[src/rtl/fetch_stage.sv]
// -----------------------------------------------------------------------------
// fetch_stage: instruction-fetch stage of the pipelined MIPS core.
//
// Owns the PC, next-PC selection, the instruction-memory request handshake
// and the IF/ID pipeline register. It takes branch/jump resolution from ID
// (PCSrc, jump, Flush) and the hazard-unit stall.
//
// Optional feature: define BRANCH_DELAY_SLOT_EN to give redirects MIPS
// delay-slot semantics. The word completing in or after the redirect cycle
// enters IF/ID normally, then the PC moves to the target. In that build
// Flush is ignored. The default build squashes the wrong-path word and
// honours Flush.
//
// Handshake (imem): imemReq high means imemAddr is a live request. The
// address is held stable until a cycle with imemValid=1. The rising edge
// that ends that cycle completes the fetch. imemValid may be high in the
// request cycle itself (zero-wait memory, 1 instr/cycle). The memory must
// not raise imemValid while imemReq=0.
//
// Ports:
//   clk, rst            rising-edge clock, asynchronous active-high reset
//   stall               hazard stall: holds IF/ID, blocks redirects
//   PCSrc, branchTarget taken branch and its target (PCSrc wins over jump)
//   jump, jumpAddr      J-type jump and its 26-bit instr_index
//   Flush               squash the instruction entering IF/ID
//   imemReq, imemAddr   fetch request / address (= PC)
//   imemValid, imemData fetch response
//   ifidInstr, ifidPCPlus4, ifidValid   IF/ID register (valid=0 is a bubble)
//   dbg_state           current FSM state (RUN=0, REDIR=1, HOLD=2)
// -----------------------------------------------------------------------------
module fetch_stage #(
  parameter logic [31:0] RESET_PC = 32'h0000_0000
) (
  input  logic        clk,
  input  logic        rst,
  input  logic        stall,
  input  logic        PCSrc,
  input  logic        Flush,
  input  logic        jump,
  input  logic [31:0] branchTarget,
  input  logic [25:0] jumpAddr,
  output logic        imemReq,
  output logic [31:0] imemAddr,
  input  logic        imemValid,
  input  logic [31:0] imemData,
  output logic [31:0] ifidInstr,
  output logic [31:0] ifidPCPlus4,
  output logic        ifidValid,
  output logic [1:0]  dbg_state
);

  // RUN  : fetch of PC outstanding
  // REDIR: outstanding fetch is wrong-path, saved_tgt holds where to go next
  // HOLD : fetched word buffered while ID is stalled, no request issued
  typedef enum logic [1:0] {
    RUN   = 2'd0,
    REDIR = 2'd1,
    HOLD  = 2'd2
  } state_t;

  state_t      state;
  logic [31:0] pc;
  logic [31:0] saved_tgt;
  logic [31:0] hold_instr;
  logic [31:0] hold_pc4;
  logic        started;    // low during reset and until the first edge after it

  logic        redirect;
  logic        flush_now;
  logic        fetch_done;
  logic [31:0] target;
  logic [31:0] pc_plus4;

  assign pc_plus4   = pc + 32'd4;
  assign redirect   = (PCSrc | jump) & ~stall;
  assign target     = PCSrc ? branchTarget : {ifidPCPlus4[31:28], jumpAddr, 2'b00};
`ifdef BRANCH_DELAY_SLOT_EN
  // Delay slots never squash, so Flush has no effect in this build.
  assign flush_now  = Flush & 1'b0;
`else
  assign flush_now  = Flush & ~stall;
`endif
  assign imemReq    = started & (state != HOLD);
  assign imemAddr   = pc;
  assign fetch_done = imemReq & imemValid;
  assign dbg_state  = state;

  always_ff @(posedge clk or posedge rst) begin
    if (rst) begin
      state       <= RUN;
      pc          <= RESET_PC;
      started     <= 1'b0;
      saved_tgt   <= 32'd0;
      hold_instr  <= 32'd0;
      hold_pc4    <= 32'd0;
      ifidInstr   <= 32'd0;
      ifidPCPlus4 <= 32'd0;
      ifidValid   <= 1'b0;
    end else begin
      started <= 1'b1;
      case (state)
        RUN: begin
          if (fetch_done) begin
`ifdef BRANCH_DELAY_SLOT_EN
            if (!stall) begin
              ifidInstr   <= imemData;
              ifidPCPlus4 <= pc_plus4;
              ifidValid   <= 1'b1;
              pc          <= redirect ? target : pc_plus4;
            end else begin
              hold_instr <= imemData;
              hold_pc4   <= pc_plus4;
              pc         <= pc_plus4;
              state      <= HOLD;
            end
`else
            if (redirect || flush_now) begin
              // Word is wrong-path (or flushed): drop it.
              ifidValid <= 1'b0;
              pc        <= redirect ? target : pc_plus4;
            end else if (!stall) begin
              ifidInstr   <= imemData;
              ifidPCPlus4 <= pc_plus4;
              ifidValid   <= 1'b1;
              pc          <= pc_plus4;
            end else begin
              hold_instr <= imemData;
              hold_pc4   <= pc_plus4;
              pc         <= pc_plus4;
              state      <= HOLD;
            end
`endif
          end else begin
            if (redirect) begin
              // Address must stay put until the memory answers, so remember
              // the target and discard the response when it arrives.
              saved_tgt <= target;
              ifidValid <= 1'b0;
              state     <= REDIR;
            end else if (flush_now) begin
              saved_tgt <= pc_plus4;
              ifidValid <= 1'b0;
              state     <= REDIR;
            end else if (!stall) begin
              ifidValid <= 1'b0;
            end
          end
        end

        REDIR: begin
          if (redirect) begin
            saved_tgt <= target;
          end
          if (fetch_done) begin
`ifdef BRANCH_DELAY_SLOT_EN
            // The completing word is the delay slot: deliver it.
            if (!stall) begin
              ifidInstr   <= imemData;
              ifidPCPlus4 <= pc_plus4;
              ifidValid   <= 1'b1;
              pc          <= redirect ? target : saved_tgt;
              state       <= RUN;
            end else begin
              hold_instr <= imemData;
              hold_pc4   <= pc_plus4;
              pc         <= saved_tgt;
              state      <= HOLD;
            end
`else
            pc    <= redirect ? target : saved_tgt;
            state <= RUN;
            if (!stall) begin
              ifidValid <= 1'b0;
            end
`endif
          end else if (!stall) begin
            ifidValid <= 1'b0;
          end
        end

        HOLD: begin
`ifdef BRANCH_DELAY_SLOT_EN
          if (!stall) begin
            ifidInstr   <= hold_instr;
            ifidPCPlus4 <= hold_pc4;
            ifidValid   <= 1'b1;
            if (redirect) begin
              pc <= target;
            end
            state <= RUN;
          end
`else
          if (redirect) begin
            ifidValid <= 1'b0;
            pc        <= target;
            state     <= RUN;
          end else if (flush_now) begin
            ifidValid <= 1'b0;
            state     <= RUN;
          end else if (!stall) begin
            ifidInstr   <= hold_instr;
            ifidPCPlus4 <= hold_pc4;
            ifidValid   <= 1'b1;
            state       <= RUN;
          end
`endif
        end

        default: state <= RUN;
      endcase
    end
  end

endmodule

[config.mk]
export PLATFORM = sky130hd
export DESIGN_NAME = fetch_stage
export DESIGN_NICKNAME = d
export VERILOG_FILES = /design/src/rtl/fetch_stage.sv
export SDC_FILE = /design/constraint.sdc
export NUM_CORES = 1
export LEC_CHECK = 0
export BUFFER_PORTS_ARGS = -buffer_cell sky130_fd_sc_hd__buf_2
export CAP_MARGIN = 20
export CORE_MARGIN = 2
export CORE_UTILIZATION = 45
export CTS_BUF_LIST = sky130_fd_sc_hd__clkbuf_4
export DETAILED_ROUTE_END_ITERATION = 12
export PLACE_DENSITY = 0.68
export SLEW_MARGIN = 20
export SYNTH_ARGS = -nofsm -noshare
export SYNTH_HDL_FRONTEND = slang
export SYNTH_SLANG_ARGS = --single-unit
[constraint.sdc]
create_clock -name clk -period 7.2 [get_ports clk]
set_clock_uncertainty 0.1 [all_clocks]
set_input_delay 0.72 -clock clk [delete_from_list [all_inputs] [get_ports clk]]
set_output_delay 0.72 -clock clk [all_outputs]
set_load 0.005 [all_outputs]
# After elaboration in Yosys (flattened, before gate mapping)
# Cells that the tools add are included.
[classes]
add_sub_neg = 1
n_eq_ne = 17
mux = 45
n_bitwise = 7
reduce_logical = 10
[ops]
columns = ["op", "count"]
rows = [
  ["$mux 32", 22],
  ["$pmux 32 s2", 3],
  ["$pmux 32 s3", 1],
  ["$add 32x3->32 const B", 1],
  ["$ne 2x2->1 const B", 10],
  ["$mux 2", 9],
  ["$ne 3x3->1 const B", 3],
  ["$mux 1", 8],
  ["$ne 4x4->1 const B", 2],
  ["$reduce_and 4->1", 2],
  ["$reduce_and 7->1", 1],
  ["$pmux 2 s3", 1],
  ["$reduce_and 5->1", 1],
  ["$and 1x1->1", 4],
  ["$reduce_bool 2->1", 2],
  ["$pmux 1 s3", 1],
  ["$reduce_and 3->1", 1],
  ["$reduce_bool 3->1", 1],
  ["$eq 2x1->1 const B", 1],
  ["$eq 2x2->1 const B", 1],
  ["$logic_not 2->1", 1],
  ["$not 1->1", 2],
  ["$logic_or 1x1->1", 1],
  ["$or 1x1->1", 1],
]
[totals]
ff_bits = 196
inputBits = 97
output_inout_bits = 100
wordCells = 89

# Depth between registers and ports, before layout
[logic_depth]
ltp_word = 6
mapped_depth = 11
depth_no_buf = 7

# Worst setup path before layout
# OpenSTA, ideal clock, no wires.
[synth_timing]
kind = "input to register"
from = "in stall"
to = "reg pc[2] (netlist: imemAddr[2])"
setup_time_ns = 0.131
arrival_time_ns = 2.081
required_ns = 6.969
slack_ns = 4.889
cell_stages = 8
path_buffers = 4
cell_sequence = "buf_2 > o21bai_2 > and2_1 > buf_2 > buf_4 > buf_4 > a221oi_1 > nor3_1"
[synth_via]
elab_chain_len = 6
elab_cells_between_ends = 12
classes_between = "eq/ne (1); mux (6); bitwise (3); reduce/logical (2)"
[synth_lines]
columns = ["element", "line_no", "source"]
rows = [
  ["from (decl)", "36", "input logic stall,"],
  ["$not 1->1 (*)", "75, 81", ""],
  ["$and 1x1->1 (on tied branches)", "75, 81", ""],
  ["$mux 32 or $logic_or 1x1->1 (tied branches)", "120, 117", ""],
  ["$mux 32", "117", "if (redirect || flush_now) begin"],
  ["$mux 32", "103", "if (fetch_done) begin"],
  ["$pmux 32 s3", "101", "case (state)"],
  ["to (signal assigned)", "120", "pc <= redirect ? target : pc_plus4;"],
  ["to (signal assigned)", "125", "pc <= pc_plus4;"],
  ["to (signal assigned)", "129", "pc <= pc_plus4;"],
  ["to (decl)", "62", "logic [31:0] pc;"],
]
# Every way passes the cells marked *; elsewhere a longest branch is shown, timed or not. The select of a mux whose other input is x is not followed.
# A chain may end at the register's enable or synchronous reset.

# Worst setup path after layout
[layout_timing]
from = "reg state[0] (netlist: dbg_state[0])"
to = "reg pc[31] (netlist: imemAddr[31])"
[layout_via]
elab_chain_len = 5
elab_cells_between_ends = 12
classes_between = "eq/ne (6); mux (1); bitwise (2); reduce/logical (3)"
[layout_lines]
columns = ["element", "line_no", "source"]
rows = [
  ["from (decl)", "61", "state_t state;"],
  ["from (signal assigned)", "90", "state <= RUN;"],
  ["from (signal assigned)", "130", "state <= HOLD;"],
  ["from (signal assigned)", "139", "state <= REDIR;"],
  ["$ne 2x2->1", "83", "assign imemReq = started & (state != HOLD);"],
  ["$and 1x1->1", "83", ""],
  ["$and 1x1->1", "85", "assign fetch_done = imemReq & imemValid;"],
  ["$ne 2x2->1 (no line)", "-", ""],
  ["$reduce_and 4->1 (no line)", "-", ""],
]
# Several ways; a longest one is shown, not always the timed one.

==> flow_metrics.env <==
export IMPL_synth_edf_count=0
export IMPL_h_tree_depth=4
export IMPL_ir_drop_v=0.000173
export IMPL_synth_area_leader_cell="dfrtp_1"
export IMPL_coreArea_um2=22500
export IMPL_start_util=0.456
export IMPL_required_ns=7.57
export IMPL_grt_pass1_wl_um=44400
export IMPL_num_rows=55
export IMPL_dr_pass1_iters=7
export IMPL_netlist_area_leader_share=0.478
export IMPL_clockBufferDepth=2
export IMPL_slew_violations=0
export IMPL_portBuffers=196
export IMPL_ff2ff_setup_slack_ns=3.76
export IMPL_slew_limit_headroom=0.230
export IMPL_final_min_clock_period_ns=3.44
export IMPL_worstSetupEndpointType="flip-flop"
export IMPL_rr_startpoint="dbg_state[0]"
export IMPL_crit_fanout=53
export IMPL_hold_class="in2async"
export IMPL_finalSetupViolCount=0
export IMPL_fmax_ghz=0.290
export IMPL_powerDensity_nw_per_um2=377
export IMPL_p_leak_uw=0.00523
export IMPL_drt_total_wl_um=28000
export IMPL_synth_top_cells_by_area="dfrtp_1 (48%), mux2i_1 (6.3%), nand2_1 (5.3%)"
export IMPL_synthCells=1014
export IMPL_die_x_um=155
export IMPL_status="finished, final reports clean"
export IMPL_final_cell_mix="dfrtp_1 (196), buf_2 (196), nand2_1 (145)"
export IMPL_cp_common_cell="buf_4"
export IMPL_rr_endpoint="imemAddr[31]"
export IMPL_synthFlopType="dfrtp_1"
export IMPL_drt_iter0_drc=589
export IMPL_r2r_cells=8
export IMPL_die_height_um=155
export IMPL_cp_slowest_stage_delay_ns=0.76
export IMPL_cts_root_buf="clkbuf_4"
export IMPL_post_drt_wl_per_cell_um=19.2
export IMPL_grt_ovfl_total=0
export IMPL_place_ws_ns=3.54
export IMPL_antenna_found_initial=2
export IMPL_clk_latency_ns=0.60
export IMPL_critPathSlowestCell="buf_4"
export IMPL_grt_max_degree=149
export IMPL_cp_start_kind="flip-flop"
export IMPL_cts_hold_buf=0
export IMPL_critPathArrivalTime_ns=3.81
export IMPL_drc=0
export IMPL_gp_routability_congestion=0.880
export IMPL_final_setup_tns_ns=0
export IMPL_layout_drive_gt1_share=0.280
export IMPL_min_period_over_period=0.478
export IMPL_grt_pass1_vias=7945
export IMPL_rsz0062_at_grt="no"
export IMPL_cts_setup_buffers=0
export IMPL_cts_resized=0
export IMPL_max_cap_viol_count=0
export IMPL_routed_via_count=8469
export IMPL_syn_nets=1116
export IMPL_nets=1264
export IMPL_synth_cell_type_count=70
export IMPL_worst_pin_slew_ns=1.15
export IMPL_numCtsBuffers=17
export IMPL_async_reset_ff_frac=1.00
export IMPL_io_pins=197
export IMPL_postRouteAntennaNets=0
export IMPL_syn_cell_area_um2=10300
export IMPL_critPathKind="reg2reg"
export IMPL_cts_tree="built"
export IMPL_dp_final_hpwl_um=18800
export IMPL_fillCellCount=2064
export IMPL_report_final_hold_viol_count=0
export IMPL_yosysSeqAreaShare=0.478
export IMPL_syn_avg_cell_area_um2=10.1
export IMPL_path_cells="inv_1 > ha_4 > buf_4 > a221o_1 > buf_4 > nor2_4 > a221oi_1 > o21ai_1"
export IMPL_drt_vias_per_instance=5.79
export IMPL_gr_usage_all_layers=0.236
export IMPL_fin_ws_ns=3.76
export IMPL_clkTransAtPathRegs_ns=0.19
export IMPL_ys_ff_latch=196
export IMPL_numClockSinks=196
export IMPL_synthToLayoutAreaGrowth_pct=13.6
export IMPL_die_area_um2=24000
export IMPL_synth_warning_count=0
[cells by family after synthesis]
logic type	Yosys count	synth area share
AND/OR/NAND/NOR	309	0.144
AO/OA/AOI/OAI	279	0.194
flip-flops	196	0.478
multiplexers	110	0.113
buffers and inverters	89	0.0434
XOR/XNOR	25	0.0213
adder cells (fa/ha/maj)	5	0.00609
other	1	0.000365
[layer usage]
metal,up-vias,wire [um],global-route usage
met1,4188,12700,0.335
li1,3977,-,-
met2,279,13200,0.367
met3,25,1740,0.0529
met4,0,437,0.0608
met5,-,0,0
[area by class of cell]
class                           count  area, um2  area share
Multi-Input combinational cell    729       4960       0.425
Sequential cell                   196       4900       0.421
Timing Repair Buffer              207       1060      0.0912
Tap cell                          285        357      0.0306
Clock inverter                     15        191      0.0164
Clock buffer                       17        128      0.0109
Inverter                           11       53.8     0.00461
Antenna cell                        2       5.00    0.000429
[critical path: cells and delay by family (launching register included)]
kind	cells	cell delay [ns]
AO/OA/AOI/OAI	3	0.64
adder cells (fa/ha/maj)	1	0.52
buffers and inverters	3	1.31
flip-flops	1	0.46
AND/OR/NAND/NOR	1	0.24
[registers in the layout, summed over array words and instances (netlist names)]
name and count:
dbg_state 2, hold_instr 32, hold_pc4 32, ifidInstr 32, ifidPCPlus4 32, ifidValid 1, imemAddr 32, saved_tgt 32
started 1
[synth_stat cells, types with 4 or more instances]
cell type	count
dfrtp_1	196
nand2_1	146
o21ai_0	97
mux2i_1	65
nor2_1	58
mux2_2	45
a21oi_1	38
buf_2	35
clkbuf_1	28
o2bb2ai_1	24
a221oi_2	20
xor2_1	17
nand3_1	15
o221ai_1	15
nand4_1	13
o21ai_1	12
a221oi_1	11
buf_4	10
inv_1	10
nor2b_1	10
nor3_1	10
o22a_1	9
and2_1	8
and3_1	8
xnor2_1	8
o31ai_1	7
a22oi_1	6
a31oi_1	6
nor3b_1	6
ha_1	5
nand2b_1	5
nor2_2	5
o22ai_1	5
a21o_1	4
buf_6	4
nand3_2	4
o211ai_1	4
[stage by stage]
stage                     area (um2)   util  hold WS (ns)  power (uW)  std cells
after global placement         11300  0.503         0.358        3690       1428
after floorplan                10300      -         0.349        3150       1014
final                          11700  0.518         0.130        4390       1462
after global routing           11700  0.518         0.164        4730       1462
after CTS                      11600  0.517         0.202        4410       1460
after detailed placement       11300  0.503         0.364        3760       1428
[power by group]
| group | total, uW | internal [uW] | leakage [uW] | switching, uW |
|---|---|---|---|---|
| sequential | 1880 | 1540 | 0.00248 | 337 |
| combinational | 1860 | 783 | 0.00259 | 1080 |
| clock | 653 | 224 | 0.000165 | 429 |
| total | 4390 | 2550 | 0.00523 | 1840 |
[worst max-delay path by stage]
stage / from / end / slack (ns)
4_1_cts: dbg_state[0] / imemAddr[30] / 3.56
6_report: dbg_state[0] / imemAddr[31] / 3.76
2_1_floorplan: rst / dbg_state[0] / 1.04
3_3_place_gp: PCSrc / imemAddr[20] / 3.58
5_1_grt: dbg_state[0] / imemAddr[31] / 3.49
3_5_place_dp: PCSrc / imemAddr[30] / 3.54
Note: power is estimated with default switching activity, not from simulation.
